==> config.mk <==
export PLATFORM = sky130hd
export DESIGN_NAME = rng_request_scheduler
export DESIGN_NICKNAME = d
export VERILOG_FILES = /design/src/rtl/rng_sched_pkg.sv /design/src/rtl/rng_request_scheduler_rr_arbiter.sv /design/src/rtl/rng_request_scheduler.sv
export SDC_FILE = /design/constraint.sdc
export NUM_CORES = 1
export LEC_CHECK = 0
export ABC_AREA = 1
export BUFFER_PORTS_ARGS = -buffer_cell sky130_fd_sc_hd__clkbuf_2
export CAP_MARGIN = 20
export CORE_ASPECT_RATIO = 0.9
export CORE_MARGIN = 8
export CORE_UTILIZATION = 50
export CTS_BUF_LIST = sky130_fd_sc_hd__clkbuf_2
export CTS_CLUSTER_SIZE = 24
export DETAILED_ROUTE_END_ITERATION = 16
export PLACE_DENSITY = 0.79
export SKIP_CTS_REPAIR_TIMING = 1
export SLEW_MARGIN = 40
export SYNTH_ARGS = -nofsm -noshare
export SYNTH_HDL_FRONTEND = slang
export SYNTH_SLANG_ARGS = --single-unit
==> constraint.sdc <==
create_clock -name low_Freq_Clk -period 2.03 [get_ports low_Freq_Clk]
set_input_delay 0.1015 -clock low_Freq_Clk [delete_from_list [all_inputs] [get_ports low_Freq_Clk]]
set_output_delay 0.1015 -clock low_Freq_Clk [all_outputs]
set_load 0.03 [all_outputs]
==> src/rtl/rng_sched_pkg.sv <==
// Shared constants for the RNG request scheduler: byte width, parameter defaults
// and FSM state encodings.
package rng_sched_pkg;

  localparam int BYTE_W               = 8;
  localparam int NUM_REQ_DEF          = 4;
  localparam int BYTES_PER_WORD_DEF   = 4;
  localparam int WARMUP_BYTES_DEF     = 16;
  localparam int REPEAT_LIMIT_DEF     = 8;

  typedef logic [2:0] state_t;

  localparam state_t ST_IDLE    = 3'd0;
  localparam state_t ST_WARMUP  = 3'd1;
  localparam state_t ST_ARB     = 3'd2;
  localparam state_t ST_COLLECT = 3'd3;
  localparam state_t ST_DELIVER = 3'd4;
  localparam state_t ST_FAULT   = 3'd5;

endpackage

==> src/rtl/rng_request_scheduler_rr_arbiter.sv <==
// Combinational round-robin pick: first set request at or after ptr, wrapping
// modulo NUM_REQ. The pointer register lives in the parent.
module rr_arbiter #(
  parameter int NUM_REQ = 4,
  parameter int IDX_W   = 2
) (
  input  logic [NUM_REQ-1:0] req,
  input  logic [IDX_W-1:0]   ptr,
  output logic [NUM_REQ-1:0] gnt,
  output logic [IDX_W-1:0]   idx,
  output logic               any
);

  localparam logic [IDX_W:0] N = (IDX_W+1)'(NUM_REQ);

  logic [IDX_W:0] pos;

  always_comb begin
    gnt = '0;
    idx = '0;
    any = 1'b0;
    pos = '0;
    for (int i = 0; i < NUM_REQ; i++) begin
      pos = {1'b0, ptr} + (IDX_W+1)'(i);
      if (pos >= N) pos = pos - N;
      if (!any && req[pos[IDX_W-1:0]]) begin
        any = 1'b1;
        idx = pos[IDX_W-1:0];
      end
    end
    if (any) gnt[idx] = 1'b1;
  end

endmodule

==> src/rtl/rng_request_scheduler.sv <==
// Shares the filter-bank byte stream among requesters: warm-up discard, round-robin
// grant, word packing and valid/ack delivery. Optional health test: RNG_REPEAT_CHECK_EN.
module rng_request_scheduler
  import rng_sched_pkg::*;
#(
  parameter int NUM_REQ        = NUM_REQ_DEF,
  parameter int BYTES_PER_WORD = BYTES_PER_WORD_DEF,
  parameter int WARMUP_BYTES   = WARMUP_BYTES_DEF,
  parameter int REPEAT_LIMIT   = REPEAT_LIMIT_DEF
) (
  input  logic                             low_Freq_Clk,
  input  logic                             reset,
  input  logic                             enable,
  input  logic [BYTE_W-1:0]                rnd_byte,
  input  logic [NUM_REQ-1:0]               req,
  output logic [NUM_REQ-1:0]               gnt,
  output logic [BYTE_W*BYTES_PER_WORD-1:0] rnd_word,
  output logic                             word_valid,
  input  logic                             word_ack,
  output logic                             ready,
  output logic                             health_fail
);

  localparam int IDX_W = $clog2(NUM_REQ);
  localparam int BC_W  = (BYTES_PER_WORD > 1) ? $clog2(BYTES_PER_WORD) : 1;

  localparam logic [7:0]       WARM_LAST = 8'(WARMUP_BYTES - 1);
  localparam logic [BC_W-1:0]  BYTE_LAST = BC_W'(BYTES_PER_WORD - 1);
  localparam logic [IDX_W-1:0] IDX_LAST  = IDX_W'(NUM_REQ - 1);

  state_t           state;
  logic [7:0]       warm_cnt;
  logic [BC_W-1:0]  byte_cnt;
  logic [IDX_W-1:0] rr_ptr;
  logic [IDX_W-1:0] gnt_idx;

  logic [NUM_REQ-1:0] arb_gnt;
  logic [IDX_W-1:0]   arb_idx;
  logic               arb_any;
  logic               fault_trip;

  rr_arbiter #(
    .NUM_REQ (NUM_REQ),
    .IDX_W   (IDX_W)
  ) u_arb (
    .req (req),
    .ptr (rr_ptr),
    .gnt (arb_gnt),
    .idx (arb_idx),
    .any (arb_any)
  );

`ifdef RNG_REPEAT_CHECK_EN
  localparam logic [7:0] REP_LIMIT = 8'(REPEAT_LIMIT);

  logic [BYTE_W-1:0] prev_byte;
  logic [7:0]        rep_cnt;
  logic [7:0]        rep_next;
  logic              fail_q;

  // Run length of identical bytes, including the current one; zero while idle.
  always_comb begin
    rep_next = 8'd1;
    if (rep_cnt != 8'd0 && rnd_byte == prev_byte)
      rep_next = (rep_cnt == 8'hFF) ? rep_cnt : rep_cnt + 8'd1;
  end

  assign fault_trip  = (state != ST_IDLE) && (state != ST_FAULT) && (rep_next == REP_LIMIT);
  assign health_fail = fail_q;

  always_ff @(posedge low_Freq_Clk or negedge reset) begin
    if (!reset) begin
      prev_byte <= '0;
      rep_cnt   <= '0;
      fail_q    <= 1'b0;
    end else begin
      prev_byte <= rnd_byte;
      rep_cnt   <= (state == ST_IDLE) ? 8'd0 : rep_next;
      if (fault_trip) fail_q <= 1'b1;
    end
  end
`else
  assign fault_trip  = 1'b0;
  assign health_fail = 1'b0;
`endif

  always_ff @(posedge low_Freq_Clk or negedge reset) begin
    if (!reset) begin
      state      <= ST_IDLE;
      warm_cnt   <= '0;
      byte_cnt   <= '0;
      rr_ptr     <= '0;
      gnt_idx    <= '0;
      gnt        <= '0;
      rnd_word   <= '0;
      word_valid <= 1'b0;
      ready      <= 1'b0;
    end else if (fault_trip) begin
      state      <= ST_FAULT;
      gnt        <= '0;
      word_valid <= 1'b0;
      ready      <= 1'b0;
    end else if (state != ST_FAULT && !enable) begin
      state      <= ST_IDLE;
      gnt        <= '0;
      word_valid <= 1'b0;
      ready      <= 1'b0;
    end else begin
      case (state)
        ST_IDLE: begin
          state    <= ST_WARMUP;
          warm_cnt <= '0;
        end
        ST_WARMUP: begin
          warm_cnt <= warm_cnt + 8'd1;
          if (warm_cnt == WARM_LAST) begin
            state <= ST_ARB;
            ready <= 1'b1;
          end
        end
        ST_ARB: begin
          if (arb_any) begin
            gnt      <= arb_gnt;
            gnt_idx  <= arb_idx;
            byte_cnt <= '0;
            state    <= ST_COLLECT;
          end
        end
        ST_COLLECT: begin
          for (int s = 0; s < BYTES_PER_WORD; s++)
            if (byte_cnt == BC_W'(s)) rnd_word[s*BYTE_W +: BYTE_W] <= rnd_byte;
          byte_cnt <= byte_cnt + BC_W'(1);
          if (byte_cnt == BYTE_LAST) begin
            state      <= ST_DELIVER;
            word_valid <= 1'b1;
          end
        end
        ST_DELIVER: begin
          if (word_ack) begin
            word_valid <= 1'b0;
            gnt        <= '0;
            rr_ptr     <= (gnt_idx == IDX_LAST) ? '0 : gnt_idx + IDX_W'(1);
            state      <= ST_ARB;
          end
        end
        default: begin
          // FAULT is only left through reset.
          state <= state;
        end
      endcase
    end
  end

endmodule

==> metrics.csv <==
metric;value;unit
status;finished clean;
max_clock_freq;559;MHz
ios;55;
die_w;95.2;um
clock_latency;0.47;ns
num_rows;26;
yosys.area_share.simple;28.3;%
fin_crit;1.79;ns
gp_congestion;0.842;
tightest_slew;0.666;ns
die-area;0.00830;sq mm
leakage;1.82;nW
hold_start;word_ack;
clock-skew-final;0.0369;ns
wl_per_cell;12.8;um
cts_tree;done;
finalHoldViolCount;0;
reg2reg_to;byte_cnt[1];
synth_nets;352;
grt_pass1_vias;2281;
synth_top_area_share;48.8;%
drive_above_1_share;26.9;%
netlist_instances;330;
clk_pin_slew;0.28;ns
power.density;949;mW/mm^2
r2r_slack;0.24;ns
design_area;0.00326;sq mm
relSlewSlack;55.6;%
cts-root-buf;clkbuf_2;
vias;2284;
total_power;0.00309;W
synth_warnings;0;
worst-setup-path-type;reg2reg;
ys_seq_elements;55;
dp_hpwl;4440;um
yosysTopAreaCell;dfrtp_1;
yosysSeqAreaShare;48.8;%
setup_violations;0;
ant_nets;0;
final_util;58.5;%
nNetsFinal;415;
power.switching;0.00133;W
cts_buffers;5;
r2r-start;rr_ptr[0];
intPower;0.00176;W
overflow;0;
place_area;0.00311;sq mm
grt_pass1_wl;9880;um
drt_first_pass_iters;4;
hold-path-cell-count;5;
power_switching_share;43.1;%
power_frac_seq;48.2;%
grt_antenna_before_repair;0;
cts_buffer_depth;2;
ys_top_cells_by_area;dfrtp_1 (49%), nand2_1 (14%), o21ai_2 (4.3%), o21ai_1 (4.1%), inv_1 (3.5%);
cts.sinks;55;
clkPwrFrac;15.3;%
hp-class;in2reg;
hold_end;rr_ptr[1];
start_util;50.7;%
synth_fa_ha_area_share;2.66;%
synth_xor_area_share;0.621;%
peakVddDrop;706;uV
fin_crit_sh;88.2;%
ff2ff_path_depth;10;
syn_area_per_cell;8.55;sq um
setup_ws;0.240;ns
synth_compound_area_share;12.5;%
crit_required;2.42;ns
die_h;87.3;um
routed_via_density;4.92;
drv_cap;0;
start_kind;register;
wl;5930;um
track_usage;14.6;%
numPortBuffers;53;
synthesis.area;0.00282;sq mm
drt-initial-drc-count;104;
place_ws;0.276;ns
synth_top_family_by_area;simple AND/OR/NAND/NOR gates;
drc_errors;0;
p_comb_share;36.6;%
cp_max_fo;12;
diodes;0;
layout_common_cells;nand2_1 (106), clkbuf_2 (58), dfrtp_1 (55);
arrival;2.18;ns
grt_max_degree;56;
setup_tns;0;ns
area_growth;15.5;%
final_common_cell;nand2_1;
synthMuxAreaShare;0;%
core;0.00556;sq mm
drv_slew;0;
cp-end-kind;register;
synth_cell_types;32;
htree_levels;2;
grt_setup_unrepaired;false;
==> state kept, by name, indices dropped and copies added, names as in the netlist <==
signal,flops
ready,1
byte_cnt,2
state,3
word_valid,1
rr_ptr,2
gnt,4
gnt_idx,2
rnd_word,32
warm_cnt,8
==> synth_stat cells <==
master and count:
o21ai_0 10, o21ai_1 23, nand2_4 6, inv_1 26, inv_2 7, nand3_2 4
a21oi_2 1, xor2_1 1, nor3_1 3, ha_1 6, nor2_1 19, nand2_2 4
a31oi_1 1, nand3_1 13, a211oi_1 1, dfrtp_1 55, buf_6 4, o21ai_2 14
nor2_8 1, nor3b_1 1, buf_4 3, nand4_1 3, xnor2_1 1, conb_1 1
nand2_1 106, nand4_2 1, nor2_2 2, nor2_4 3, nor4_2 1, clkinv_1 1
a21oi_1 7, o21a_1 1
==> critical path, stage by stage (launching register included) <==
cell	delay, ns
dfrtp_1	0.63
inv_2	0.15
nand2_1	0.09
nand2_1	0.12
nand2_1	0.09
nand2_1	0.07
nor2_4	0.12
nand3_2	0.12
o21ai_2	0.20
nand2_1	0.06
o21ai_0	0.07
==> worst max-delay path by stage <==
stage               from           to  cells after the start
3_3_place_gp   rr_ptr[0]       gnt[3]                      9
4_1_cts        rr_ptr[0]  byte_cnt[1]                     10
6_report       rr_ptr[0]  byte_cnt[1]                     10
5_1_grt        rr_ptr[0]       gnt[3]                     11
3_5_place_dp   rr_ptr[0]       gnt[0]                      9
2_1_floorplan  rr_ptr[0]       gnt[2]                      9
==> final cells by class <==
type | count | area (sq um)
repair buffers | 63 | 363
flip-flops and latches | 55 | 1380
well taps | 70 | 87.6
clock buffers | 5 | 25.0
clock inverters | 3 | 28.8
multi-input cells | 234 | 1250
fillers | 473 | 2310
inverters | 34 | 128
==> power by group through the flow <==
| stage | registers (W) | clock network (W) | logic (W) |
|---|---|---|---|
| 6_report | 0.00149 | 0.000471 | 0.00113 |
| 3_5_place_dp | 0.00151 | 0 | 0.00113 |
| 5_1_grt | 0.00152 | 0.000525 | 0.00126 |
| 3_3_place_gp | 0.00150 | 0 | 0.00110 |
| 2_1_floorplan | 0.00174 | 0 | 0.000578 |
| 4_1_cts | 0.00149 | 0.000485 | 0.00113 |
==> per-stage QoR <==
stage / hold WS (ns) / std cells
after floorplan: -0.194 / 330
after global placement: 0.264 / 447
after detailed placement: 0.269 / 447
after CTS: -0.290 / 455
after global routing: 0.0270 / 464
final: 0.00923 / 464
==> metal layers <==
metal	wire length (um)	global-route usage [%]	part of all wire (%)	vias to the layer above
li1	-	-	-	1182
met1	2610	17.6	44	1063
met2	3030	25.6	51	35
met3	255	3.53	4.3	4
met4	36	2.83	0.61	0
met5	0	0	0	-
==> cells by family after synthesis <==
family          Yosys count
compound gates           58
xor+xnor                  2
fa+ha+maj                 6
buf+inv                  41
flops                    55
other cells               1
simple gates            167
Power figures use the tool's default switching activity.
